--- config.mk ---
export PLATFORM = sky130hd
export DESIGN_NAME = mdr_mem_if
export DESIGN_NICKNAME = d
export VERILOG_FILES = /design/src/rtl/mdr_mem_if.sv
export SDC_FILE = /design/constraint.sdc
export NUM_CORES = 1
export LEC_CHECK = 0
export CAP_MARGIN = 30
export CORE_ASPECT_RATIO = 1.4
export CORE_UTILIZATION = 43
export CTS_BUF_LIST = sky130_fd_sc_hd__clkbuf_8
export DETAILED_ROUTE_END_ITERATION = 8
export PLACE_DENSITY = 0.95
export SYNTH_ARGS = -nofsm -noshare
export SYNTH_HDL_FRONTEND = slang
export SYNTH_SLANG_ARGS = --single-unit
--- constraint.sdc ---
create_clock -name clk -period 4.8 [get_ports clk]
set_clock_uncertainty 0.15 [all_clocks]
set_input_delay 1.2 -clock clk [delete_from_list [all_inputs] [get_ports clk]]
set_output_delay 1.2 -clock clk [all_outputs]
set_load 0.05 [all_outputs]
--- src/rtl/mdr_mem_if.sv ---
// Memory address/data register pair with a level request/acknowledge handshake
// to external RAM. Reads land in MDR. Writes send MDR to the address in MAR.
// A request that sees no acknowledge within TIMEOUT wait cycles is aborted and flagged.
module mdr_mem_if #(
    parameter int unsigned ADDR_W  = 9,
    parameter int unsigned DATA_W  = 32,
    parameter int unsigned TIMEOUT = 15
) (
    input  logic              clk,
    input  logic              clr,
    input  logic [DATA_W-1:0] bus_in,
    input  logic              marin,
    input  logic              mdrin,
    input  logic              rd_start,
    input  logic              wr_start,
    input  logic [DATA_W-1:0] mem_rdata,
    input  logic              mem_ack,
    output logic [DATA_W-1:0] mdr_q,
    output logic [ADDR_W-1:0] mar_q,
    output logic [ADDR_W-1:0] mem_addr,
    output logic [DATA_W-1:0] mem_wdata,
    output logic              mem_rd,
    output logic              mem_wr,
    output logic              busy,
    output logic              done,
    output logic              err
);

    localparam logic [1:0] IDLE    = 2'd0;
    localparam logic [1:0] RD_WAIT = 2'd1;
    localparam logic [1:0] WR_WAIT = 2'd2;

    localparam int unsigned CNT_W = $clog2(TIMEOUT + 1);

    logic [1:0]        state_q, state_d;
    logic [CNT_W-1:0]  cnt_q, cnt_d;
    logic [ADDR_W-1:0] mar_d;
    logic [DATA_W-1:0] mdr_d;
    logic              mem_rd_q, mem_rd_d;
    logic              mem_wr_q, mem_wr_d;
    logic              busy_q, busy_d;
    logic              done_q, done_d;
    logic              err_q, err_d;

    // The bus is wider than the address. Only its low ADDR_W bits go into MAR.
    logic unused_bus_hi;
    assign unused_bus_hi = ^bus_in[DATA_W-1:ADDR_W];

    // Next-state logic: register loads, handshake sequencing and timeout.
    always_comb begin
        state_d  = state_q;
        cnt_d    = cnt_q;
        mar_d    = mar_q;
        mdr_d    = mdr_q;
        mem_rd_d = mem_rd_q;
        mem_wr_d = mem_wr_q;
        busy_d   = busy_q;
        done_d   = 1'b0;
        err_d    = err_q;

        case (state_q)
            IDLE: begin
                if (marin) mar_d = bus_in[ADDR_W-1:0];
                if (mdrin) mdr_d = bus_in;
                // Read wins when both starts arrive together. The write is dropped.
                if (rd_start) begin
                    state_d  = RD_WAIT;
                    mem_rd_d = 1'b1;
                    busy_d   = 1'b1;
                    cnt_d    = '0;
                    err_d    = 1'b0;
                end else if (wr_start) begin
                    state_d  = WR_WAIT;
                    mem_wr_d = 1'b1;
                    busy_d   = 1'b1;
                    cnt_d    = '0;
                    err_d    = 1'b0;
                end
            end
            RD_WAIT, WR_WAIT: begin
                if (mem_ack) begin
                    if (state_q == RD_WAIT) mdr_d = mem_rdata;
                    state_d  = IDLE;
                    mem_rd_d = 1'b0;
                    mem_wr_d = 1'b0;
                    busy_d   = 1'b0;
                    done_d   = 1'b1;
                    err_d    = 1'b0;
                end else if (cnt_q == CNT_W'(TIMEOUT - 1)) begin
                    // Last allowed wait cycle passed without an ack: abort.
                    state_d  = IDLE;
                    mem_rd_d = 1'b0;
                    mem_wr_d = 1'b0;
                    busy_d   = 1'b0;
                    done_d   = 1'b1;
                    err_d    = 1'b1;
                end else begin
                    cnt_d = cnt_q + CNT_W'(1);
                end
            end
            default: begin
                state_d  = IDLE;
                mem_rd_d = 1'b0;
                mem_wr_d = 1'b0;
                busy_d   = 1'b0;
            end
        endcase
    end

    // State registers with synchronous clear.
    always_ff @(posedge clk) begin
        if (clr) begin
            state_q  <= IDLE;
            cnt_q    <= '0;
            mar_q    <= '0;
            mdr_q    <= '0;
            mem_rd_q <= 1'b0;
            mem_wr_q <= 1'b0;
            busy_q   <= 1'b0;
            done_q   <= 1'b0;
            err_q    <= 1'b0;
        end else begin
            state_q  <= state_d;
            cnt_q    <= cnt_d;
            mar_q    <= mar_d;
            mdr_q    <= mdr_d;
            mem_rd_q <= mem_rd_d;
            mem_wr_q <= mem_wr_d;
            busy_q   <= busy_d;
            done_q   <= done_d;
            err_q    <= err_d;
        end
    end

    assign mem_rd    = mem_rd_q;
    assign mem_wr    = mem_wr_q;
    assign busy      = busy_q;
    assign done      = done_q;
    assign err       = err_q;
    assign mem_addr  = mar_q;
    assign mem_wdata = mdr_q;

endmodule

==> impl_metrics.ini, run 1 <==
[timing]
fmax_mhz = 317
finalHoldViolCount = 0
tightestPinTransition_ns = 0.786
setup_viol = 0
fin_crit_ns = 3.15
slew_headroom_pct = 47.6
period_share_pct = 65.7
tns_ns = 0
rsz0062_at_grt = no
maxSlewViolCount = 0

[power_and_ir_drop]
leakagePower_nw = 1.50
ir_drop_mv = 0.241
power_density_nw_per_um2 = 431

[layout]
drive_gt1_share_pct = 9.98
fin_util_pct = 66.3
antenna_cells = 0
fill_cells = 493
multiInputGateArea_sq_um = 1280
area_growth_pct = 48.9
register_area_sq_um = 1040
finalNetCount = 476

[logic_synthesis]
ys_seq_elements = 52
yosysMostFrequentCell = dfxtp_1
ys_async_sr_fraction_pct = 0
synth_warnings = 0
synth_top_area_cell = dfxtp_1
syn_area_per_cell_sq_um = 9.41
yosys-top-cells-area = dfxtp_1 38%, a211oi_2 13%, buf_4 12%, mux2i_1 12%, nor2_1 5.2%
synthTopCellsByCount = 52 x dfxtp_1, 44 x buf_4, 38 x nor2_1, 32 x mux2i_1, 28 x a211oi_2
synth_top_area_share_pct = 37.6
synth_edf_count = 0
netlist-cell-type-count = 30
synthFlopType = dfxtp_1
syn-cell-area_sq_um = 2770
syn_nets = 370
ys_seq_area_share_pct = 37.6
syn_inst = 294

[floorplanning]
die_h_microns = 96.9
fp.dieW_microns = 69.8
floorplan.initialDensity_pct = 44.5
top_level_ports = 158
rows = 34
die-area_sq_um = 6760
core-area_sq_um = 6210

[setup_path]
r2r_start = state_q[0]
start_kind = input pin
path_max_fanout = 64
arrival_ns = 3.22
worstSetupEndpointType = flip-flop
crit_required_ns = 4.87
cp-startpoint = mem_ack
path_class = input pin to flip-flop

[clocking]
cts_sinks = 52
clkTransAtPathRegs_ns = 0.09
cts_tree = built
cts_resized = 0
htree_levels = 2
cts_buffers = 5
cts_setup_buffers = 0
cts_hold_buf = 0
cts-root-buf = clkbuf_8
clk_latency_ns = 0.29
clock_path_buffers = 2

[place]
place.port_buffers = 157
dpl.hpwl_microns = 5720
routabilityCongestion = 0.853

[global_routing]
grt_max_degree = 65
antenna_found_initial = 0
grt.total_usage_pct = 21.5
grt_pass1_vias = 2378
grt-ovfl-total = 0
grt_pass1_wl_microns = 11800

[drt]
drt_iter0_drc = 112
wirelength_microns = 7250
routedWlPerCell_microns = 15.3
ant_nets = 0
vias = 2441
dr.pass1.iters = 4
drc = 0
avgViaCountPerCell = 5.16

[run_status]
status = completed

[min_path]
holdCritPathClass = flip-flop to flip-flop
hold_start = mar_q[1]

[run]
drv_cap = 0
metal layers:
layer  wire (microns)  GRT usage [%]  vias to the layer above
met4               71           4.62                        0
met3              541           5.31                        8
met1             2750           24.2                     1123
met2             3880           40.2                      112
met5                0              0                        -
li1                 -              -                     1198
cell families (layout without fill, tap and decap cells):
group	count (synthesis)	after routing	synth area share, %
flops	52	52	37.6
compound gates	60	60	20.4
fa+ha+maj	5	5	2.26
buf+inv	68	175	16.1
mux	32	32	11.6
simple gates	77	77	12.0
cells in the final DEF (no fill, tap or decap), drive strengths merged, types with 6 or more instances in the layout:
cell and instances:
clkdlybuf4s50 156, dfxtp 52, nor2 38, a211oi 33, mux2i 32, a21oi 16
nand2 14, nand3 13, inv 9, clkbuf 6
layout make-up:
class,count,area share [%]
clock buffers,6,2.01
clock inverters,2,0.182
inverters,7,0.638
multi-input cells,174,31.1
flip-flops and latches,52,25.3
well taps,72,2.19
repair buffers,160,38.6
worst paths after layout:
check | cells past startpoint | endpoint | slack (ns)
max | 6 | mdr_q[29] | 1.65
min | 2 | mar_q[1] | 0.33
max reg2reg | 7 | mdr_q[29] | 2.22
min reg2reg | 2 | mar_q[1] | 0.33
per-stage QoR:
step           hold slack (ns)  cells  power [W]  area, sq um  setup WS [ns]
2_1_floorplan            0.311    294    0.00130         2770           2.18
3_3_place_gp             0.305    465    0.00152         4030           1.47
3_5_place_dp             0.313    465    0.00154         4030           1.34
4_1_cts                  0.339    473    0.00179         4120           1.65
5_1_grt                  0.353    473    0.00185         4120           1.49
6_report                 0.333    473    0.00178         4120           1.65
state kept, by name, indices dropped and copies added (netlist names):
| signal | cells |
|---|---|
| done | 1 |
| cnt_q | 4 |
| mdr_q | 32 |
| err | 1 |
| busy | 1 |
| mar_q | 9 |
| state_q | 2 |
| mem_wr | 1 |
| mem_rd | 1 |
worst max-delay path, stage by stage:
cell             delay [ns]
clkdlybuf4s50_1        0.50
nor2b_1                0.14
a2111oi_4              0.33
buf_4                  0.64
nor2_1                 0.14
a211oi_2               0.23
power breakdown:
part / total, W / internal [W] / switching, W
logic: 0.000977 / 0.000346 / 0.000631
clock network: 0.000251 / 0.000114 / 0.000138
registers: 0.000547 / 0.000495 / 0.0000515
total: 0.00178 / 0.000955 / 0.000820
Power figures use the tool's default switching activity.
==> run 2, diff against run 1 <==
CORE_UTILIZATION = 40   (was 43)
PLACE_DENSITY = 0.9   (was 0.95)
clock period = 3.12 ns   (was 4.8 ns; I/O delays follow)
==> run 2 against run 1 <==
  * Via count grew 1.7%
  * Sequential share of layout area down 0.42 points
  * Worst setup slack worse by 1.0 ns
  * Non-clock buffer count up 2
  * Combinational power is 56% higher
  * Clock power up 78%
  * Critical endpoint is now cnt_q[3]
  * Die area is 7.3% higher
  * Final area increased by 1.7%
  * Core utilization fell by 3.0 points
==> impl_metrics.ini, run 2 (synthesis gave the netlist of run 1 again) <==
[timing]
period_share_pct = 80.7
tns_ns = 0
slew_headroom_pct = 58.5
tightestPinTransition_ns = 0.622
rsz0062_at_grt = no
finalHoldViolCount = 0
fin_crit_ns = 2.52
timing.final.ws_setup_ns = 0.601
fmax_mhz = 397
setup_viol = 0
hold_ws_ns = 0.331
maxSlewViolCount = 0

[clocking]
cts_buffers = 5
htree_levels = 2
cts_tree = built
cts_hold_buf = 0
cts_sinks = 52
clock_path_buffers = 2
clkTransAtPathRegs_ns = 0.09
cts-root-buf = clkbuf_8
cts_resized = 0
clk_latency_ns = 0.30
cts_setup_buffers = 0

[layout]
largest_register_ff_count = 32
area_growth_pct = 51.4
finalNetCount = 478
antenna_cells = 0
fin_util_pct = 63.3
layout_commonest_cell = clkdlybuf4s50_1
drive_gt1_share_pct = 10.7
reg_top3 = mdr_q (32), mar_q (9), cnt_q (4)
fill_cells = 584
register_area_sq_um = 1040
final_cell_mix = 156 x clkdlybuf4s50_1, 52 x dfxtp_1, 38 x nor2_1
multiInputGateArea_sq_um = 1280
fin_area_sq_um = 4190
largest-register = mdr_q

[drt]
ant_nets = 0
drc = 0
avgViaCountPerCell = 5.01
wirelength_microns = 7730
vias = 2482
drt_iter0_drc = 118
dr.pass1.iters = 4
routedWlPerCell_microns = 15.6

[setup_path]
r2r_start = state_q[0]
path_class = flip-flop to flip-flop
crit-reg2reg-capture = cnt_q[3]
worst-path-buf-inv = 2
critical_path.cell_chain = inv_1 > ha_2 > buf_4 > nor2_1 > a211o_1 > or4_1 > a31oi_1
path_max_fanout = 37
regToRegSetupSlack_ns = 0.60
worstSetupEndpointType = flip-flop
cp_slowest_cell = buf_4
crit_required_ns = 3.20
arrival_ns = 2.60
rr_worst_depth = 7
critPathMaxStageDelay_ns = 0.49
crit_family = buffers and inverters
start_kind = flip-flop

[power_and_ir_drop]
clock_power_share_pct = 15.9
switching_share_pct = 45.2
leakagePower_nw = 1.52
switchingPower_w = 0.00127
p_comb_share_pct = 54.1
seqPwrFrac_pct = 30.0
ir_drop_mv = 0.352
p_int_w = 0.00154
power_density_nw_per_um2 = 672

[floorplanning]
die-area_sq_um = 7250
die_h_microns = 100
top_level_ports = 158
core-area_sq_um = 6610
fp.dieW_microns = 72.3
floorplan.initialDensity_pct = 41.8
rows = 35

[min_path]
holdCritPathClass = flip-flop to flip-flop
hold_start = mem_rd
whs_endpoint = mem_rd
min_path_cells = 1

[global_routing]
grt.total_usage_pct = 21.4
grt_max_degree = 41
grt_pass1_vias = 2514
antenna_found_initial = 0
grt_pass1_wl_microns = 12100
grt-ovfl-total = 0

[place]
routabilityCongestion = 0.979
dpl.hpwl_microns = 6070
place.port_buffers = 157
dp_slack_ns = 0.328
place_area_sq_um = 4080

[run]
drv_cap = 0

[run_status]
status = completed
run 2: cell types whose count changed in the layout (fill, tap and decap cells not counted), sizes merged:
| cell | delta |
|---|---|
| bufinv | +1 |
| buf | +2 |
| clkbuf | -1 |
| clkinv | +1 |
| inv | -1 |
run 2: metrics by stage:
| stage | instances | total power [W] |
|---|---|---|
| 6_report | 495 | 0.00281 |
| 5_1_grt | 495 | 0.00293 |
| 4_1_cts | 495 | 0.00284 |
| 3_5_place_dp | 487 | 0.00239 |
| 3_3_place_gp | 487 | 0.00235 |
| 2_1_floorplan | 294 | 0.00200 |
run 2: worst reg2reg max path: cells and delay by family (launching register included):
family,cells,cell delay (ns)
AOI/OAI and AO/OA,2,0.47
buffers and inverters,2,0.60
and+or+nand+nor,2,0.51
DFF,1,0.38
adders and majority gates,1,0.33
run 2: worst max path at each step:
stage | cells after the start | endpoint | startpoint | slack (ns)
3_5_place_dp | 6 | mdr_q[28] | mem_ack | 0.33
2_1_floorplan | 6 | mdr_q[11] | mem_ack | 0.92
4_1_cts | 7 | cnt_q[3] | state_q[0] | 0.62
3_3_place_gp | 6 | mdr_q[1] | mem_ack | 0.42
5_1_grt | 7 | cnt_q[3] | state_q[0] | 0.49
6_report | 7 | cnt_q[3] | state_q[0] | 0.60
run 2: routing by layer:
metal	share of wire, %	global-route usage, %	vias up
li1	-	-	1193
met1	37	22.9	1161
met2	55	41.1	119
met3	6.5	4.02	9
met4	1.6	6.64	0
met5	0	0	-
run 2: layout make-up:
class	count	share of cell area [%]
repair buffers	162	38.6
multi-input cells	174	30.6
flip-flops and latches	52	24.9
well taps	92	2.75
clock buffers	5	1.64
clock inverters	3	0.926
inverters	7	0.627
run 2: power groups by stage:
| stage | Combinational [W] | Sequential [W] | Clock [W] |
|---|---|---|---|
| floorplan | 0.000837 | 0.00116 | 0 |
| global placement | 0.00150 | 0.000853 | 0 |
| detailed placement | 0.00153 | 0.000860 | 0 |
| CTS | 0.00153 | 0.000845 | 0.000461 |
| global route | 0.00159 | 0.000856 | 0.000488 |
| finish | 0.00152 | 0.000843 | 0.000448 |
==> run 3, diff against run 2 <==
CORE_UTILIZATION = 36   (was 40)
PLACE_DENSITY = 0.85   (was 0.9)
clock period = 2.3 ns   (was 3.12 ns; I/O delays follow)
==> run 3 against run 2 <==
  * Count of clock-buffer cells in the layout unchanged
  * Combinational power rose by 40%
  * Sequential share of layout area decreased by 0.71 points
  * Non-clock buffer count up 14
  * Critical endpoint is now mdr_q[6]
==> impl_metrics.ini, run 3 (synthesis gave the netlist of run 1 again) <==
[layout]
multiInputGateArea_sq_um = 1280
layout_commonest_cell = clkdlybuf4s50_1
final_cell_mix = 153 x clkdlybuf4s50_1, 52 x dfxtp_1, 38 x nor2_1
antenna_cells = 0
largest-register = mdr_q
register_area_sq_um = 1040
finalNonFillerCells = 514
reg_top3 = mdr_q (32), mar_q (9), cnt_q (4)
fill_cells = 662
drive_gt1_share_pct = 14.4
area_growth_pct = 55.9
finalNetCount = 492
largest_register_ff_count = 32

[drt]
drc = 0
dr.pass1.iters = 4
ant_nets = 0
vias = 2505
drt_iter0_drc = 73
wirelength_microns = 7680
routedWlPerCell_microns = 14.9
avgViaCountPerCell = 4.87

[setup_path]
arrival_ns = 1.52
cp_slowest_cell = clkdlybuf4s50_1
crit_required_ns = 1.57
worst-path-buf-inv = 1
path_max_fanout = 3
crit-reg2reg-capture = mdr_q[4]
regToRegSetupSlack_ns = 0.12
critical_path.cell_chain = clkdlybuf4s50_1
critical_path_cell_count = 1
critPathMaxStageDelay_ns = 0.83
cp-startpoint = mdr_q[6]
rr_worst_depth = 8
worstSetupEndpointType = output port
start_kind = flip-flop
r2r_start = state_q[0]
crit_family = buffers and inverters
endpoint = mdr_q[6]
path_class = flip-flop to output port

[timing]
tns_ns = 0
setup_viol = 0
slew_headroom_pct = 64.9
rsz0062_at_grt = yes
maxSlewViolCount = 0
finalHoldViolCount = 0
hold_ws_ns = 0.328
tightestPinTransition_ns = 0.525
period_share_pct = 97.8
fmax_mhz = 445
fin_crit_ns = 2.25

[min_path]
holdCritPathClass = flip-flop to flip-flop

[global_routing]
use_met2_pct = 37.4
grt.total_usage_pct = 18.6
top_usage_layer = met2
grt_pass1_vias = 2441
grt-ovfl-total = 0
antenna_found_initial = 0
met1_usage_pct = 18.2
grt_max_degree = 31
grt_pass1_wl_microns = 11900
grt_use_met3_pct = 4.24

[power_and_ir_drop]
p_total_w = 0.00390
leakagePower_nw = 1.61
ir_drop_mv = 0.446
power_density_nw_per_um2 = 904

[floorplanning]
fp.dieW_microns = 76.1
top_level_ports = 158
floorplan.initialDensity_pct = 37.3
core-area_sq_um = 7410
die-area_sq_um = 8040
die_h_microns = 106
rows = 37

[place]
routabilityCongestion = 0.845
dp_cells = 506
place.port_buffers = 157
dpl.hpwl_microns = 6160

[clocking]
clock_path_buffers = 2
clkTransAtPathRegs_ns = 0.09
cts_sinks = 52
cts_tree = built
cts_hold_buf = 0
cts_buffers = 5
cts-root-buf = clkbuf_8
clk_latency_ns = 0.31
htree_levels = 2

[run_status]
status = completed

[run]
drv_cap = 0
## run 3: cell count changes in the layout (fill, tap and decap cells not counted), sizes merged
cell	change
buf	+16
clkdlybuf4s50	-3
clkinvlp	+1
dlymetal6s2s	+1
inv	-1
## run 3: worst min-delay path by stage
stage | cells past startpoint | endpoint | slack, ns | start
after floorplan | 2 | state_q[0] | 0.31 | state_q[0]
after global placement | 1 | busy | 0.31 | busy
after detailed placement | 1 | busy | 0.31 | busy
after CTS | 1 | busy | 0.34 | busy
after global routing | 2 | mar_q[1] | 0.36 | mar_q[1]
final | 1 | busy | 0.33 | busy
## run 3: area by class of cell
cell class / count / area share [%]
sequential: 52 / 24.1
multi-input combinational: 174 / 29.7
inverter: 7 / 0.609
timing repair buffer: 176 / 40.1
tap: 97 / 2.81
clock buffer: 5 / 1.60
clock inverter: 3 / 0.987
## run 3: per-layer routing
| layer | part of all wire, % | vias up |
|---|---|---|
| met4 | 1.7 | 0 |
| met1 | 38 | 1164 |
| met5 | 0 | - |
| met3 | 5.9 | 12 |
| li1 | - | 1228 |
| met2 | 55 | 101 |
## run 3: what timing repair did
item	CTS	global route
resized for setup	0	4
endpoints found under the setup margin	0	16
buffers inserted	0	0
hold endpoints to repair	0	0
## run 3: stage by stage
stage	utilization [%]	setup slack, ns	instance area [sq um]
2_1_floorplan	-	0.106	2770
3_3_place_gp	56.5	-0.0742	4190
3_5_place_dp	56.5	-0.110	4190
4_1_cts	58.0	0.0353	4300
5_1_grt	58.2	-0.00881	4310
6_report	58.2	0.0505	4310
## run 3: power by group
part	switching, W	total [W]	internal [W]
clock	0.000310	0.000633	0.000322
combinational	0.00133	0.00213	0.000792
sequential	0.000107	0.00114	0.00103
==> patch, RTL diff (settings of run 2) <==
Register the output `err` once more, without a reset; this adds one clock of latency there. The other outputs are not delayed to match.
--- a/src/rtl/mdr_mem_if.sv
+++ b/src/rtl/mdr_mem_if.sv
@@ -136,7 +136,9 @@
     assign mem_wr    = mem_wr_q;
     assign busy      = busy_q;
     assign done      = done_q;
-    assign err       = err_q;
+    always_ff @(posedge clk) begin
+        err <= err_q;
+    end
     assign mem_addr  = mar_q;
     assign mem_wdata = mdr_q;
 
Function: same outputs for any inputs over 10 cycles, from zero or initial values; that may be too few to reach the edited logic, so the function may still have changed.
==> patch against run 2 <==
- total power up 1.5%
- area after synthesis grew 0.72%
- sequential cell count up 1
- routed wire length decreased by 5.6%
- setup slack got worse by 0.20 ns
- global-route usage fell by 1.9 points
- final cell count increased by 0.40%
- sequential share of layout area is 0.19 points higher
- worst hold slack lost 0.12 ns
- cell area rose by 1.2%
==> patch: results <==
export IMPL_port_buffers=157
export IMPL_ant_nets=0
export IMPL_synthArstFlopShare=0
export IMPL_min_from="err_q"
export IMPL_cts_clk_slew_worst_paths_ns=0.10
export IMPL_holdCritPathClass="reg -> reg"
export IMPL_wl_met3_um=455
export IMPL_grt_usage=0.1946
export IMPL_n_antenna_cell=0
export IMPL_root_buffer="clkbuf_8"
export IMPL_wirelength_um=7302
export IMPL_drt_iter0_drc=109
export IMPL_path_max_fanout=18
export IMPL_yosysWarnings=0
export IMPL_slowest_delay_ns=0.65
export IMPL_min_to="err"
export IMPL_dr_pass1_iters=4
export IMPL_holdPathStages=0
export IMPL_clock_latency_ns=0.30
export IMPL_synth_fp_nets=371
export IMPL_status="finished, final reports clean"
export IMPL_ys_seq_area_frac=0.3810
export IMPL_place_congestion=0.7926
export IMPL_layout_drive_gt1_share=0.1086
export IMPL_ff2ff_setup_slack_ns=0.40
export IMPL_met2_length_um=3901
export IMPL_cts_buffers=5
export IMPL_r2r_start="state_q[1]"
export IMPL_grt_pass1_vias=2178
export IMPL_reg_top3="mdr_q (32), mar_q (9), cnt_q (4)"
export IMPL_maxSlewHeadroom=0.6143
export IMPL_use_met1=0.2242
export IMPL_reg2reg_to="cnt_q[0]"
export IMPL_dp_hpwl_um=5653
export IMPL_rr_worst_depth=6
export IMPL_p_leak_nw=1.545
export IMPL_vias=2460
export IMPL_grt_pass1_wl_um=10960
export IMPL_met3_usage=0.03800
export IMPL_grt_use_met2=0.3595
export IMPL_antenna_found_initial=0
export IMPL_cts_resized=0
export IMPL_cts_setup_buffers=0
export IMPL_htree_levels=2
export IMPL_synth_area_leaders="dfxtp_1 (38%), a211oi_2 (13%), buf_4 (12%)"
export IMPL_grt_max_degree=35
export IMPL_ir_worst_vdd_uv=339.0
export IMPL_nets=480
export IMPL_synth_commonest_cells="dfxtp_1 (53), buf_4 (44), nor2_1 (38)"
export IMPL_m1WireLength_um=2849
export IMPL_synth_cell_type_count=30
export IMPL_slowest_stage="ha_2"
export IMPL_fillCellCount=578
export IMPL_clock_path_buffers=2
export IMPL_crit_arrival_ns=2.80
export IMPL_top_layer="met4"
## patch: layout make-up
class	instances	area, µm²	area share
inverters	7	26.28	0.006202
clock inverters	2	33.78	0.007974
repair buffers	163	1637	0.3863
multi-input cells	174	1281	0.3024
clock buffers	6	82.58	0.01949
well taps	92	115.1	0.02717
flip-flops and latches	53	1061	0.2504
## patch: how the worst max path moves through the flow
stage / start / endpoint / slack [ns] / cells after the start
final: state_q[1] / cnt_q[0] / 0.40 / 6
after global routing: state_q[1] / cnt_q[0] / 0.20 / 6
after CTS: state_q[0] / cnt_q[0] / 0.41 / 6
after detailed placement: mem_ack / cnt_q[1] / 0.38 / 5
after global placement: mem_ack / mdr_q[6] / 0.46 / 6
after floorplan: mem_ack / mdr_q[11] / 0.92 / 6
## patch: per-stage QoR
stage	hold WS, ns	worst slack (ns)	instances	cell area, µm²	util
after floorplan	0.1814	0.9219	295	2785	-
after global placement	0.1928	0.4572	489	4120	0.6190
after detailed placement	0.1880	0.3774	489	4120	0.6190
after CTS	0.2067	0.4112	497	4237	0.6365
after global routing	0.2225	0.1951	497	4237	0.6365
final	0.2063	0.3998	497	4237	0.6365
## patch: kinds of logic after synthesis
family	Yosys count	share of synthesized area
compound gates	60	0.2026
flops	53	0.3810
mux	32	0.1150
fa+ha+maj	5	0.02246
simple gates	77	0.1191
buf+inv	68	0.1599
## patch: critical path: cells and delay by family (launching register included)
| kind | cells | cell delay, ns |
|---|---|---|
| compound gates | 1 | 0.15 |
| fa+ha+maj | 1 | 0.65 |
| buf+inv | 1 | 0.06 |
| flops | 1 | 0.40 |
| simple gates | 3 | 1.24 |
## patch: where the power goes
part / internal [mW] / leakage (nW) / switching [mW]
Clock: 0.259 / 0.0626 / 0.215
Combinational: 0.554 / 1.04 / 0.977
Sequential: 0.774 / 0.438 / 0.0758
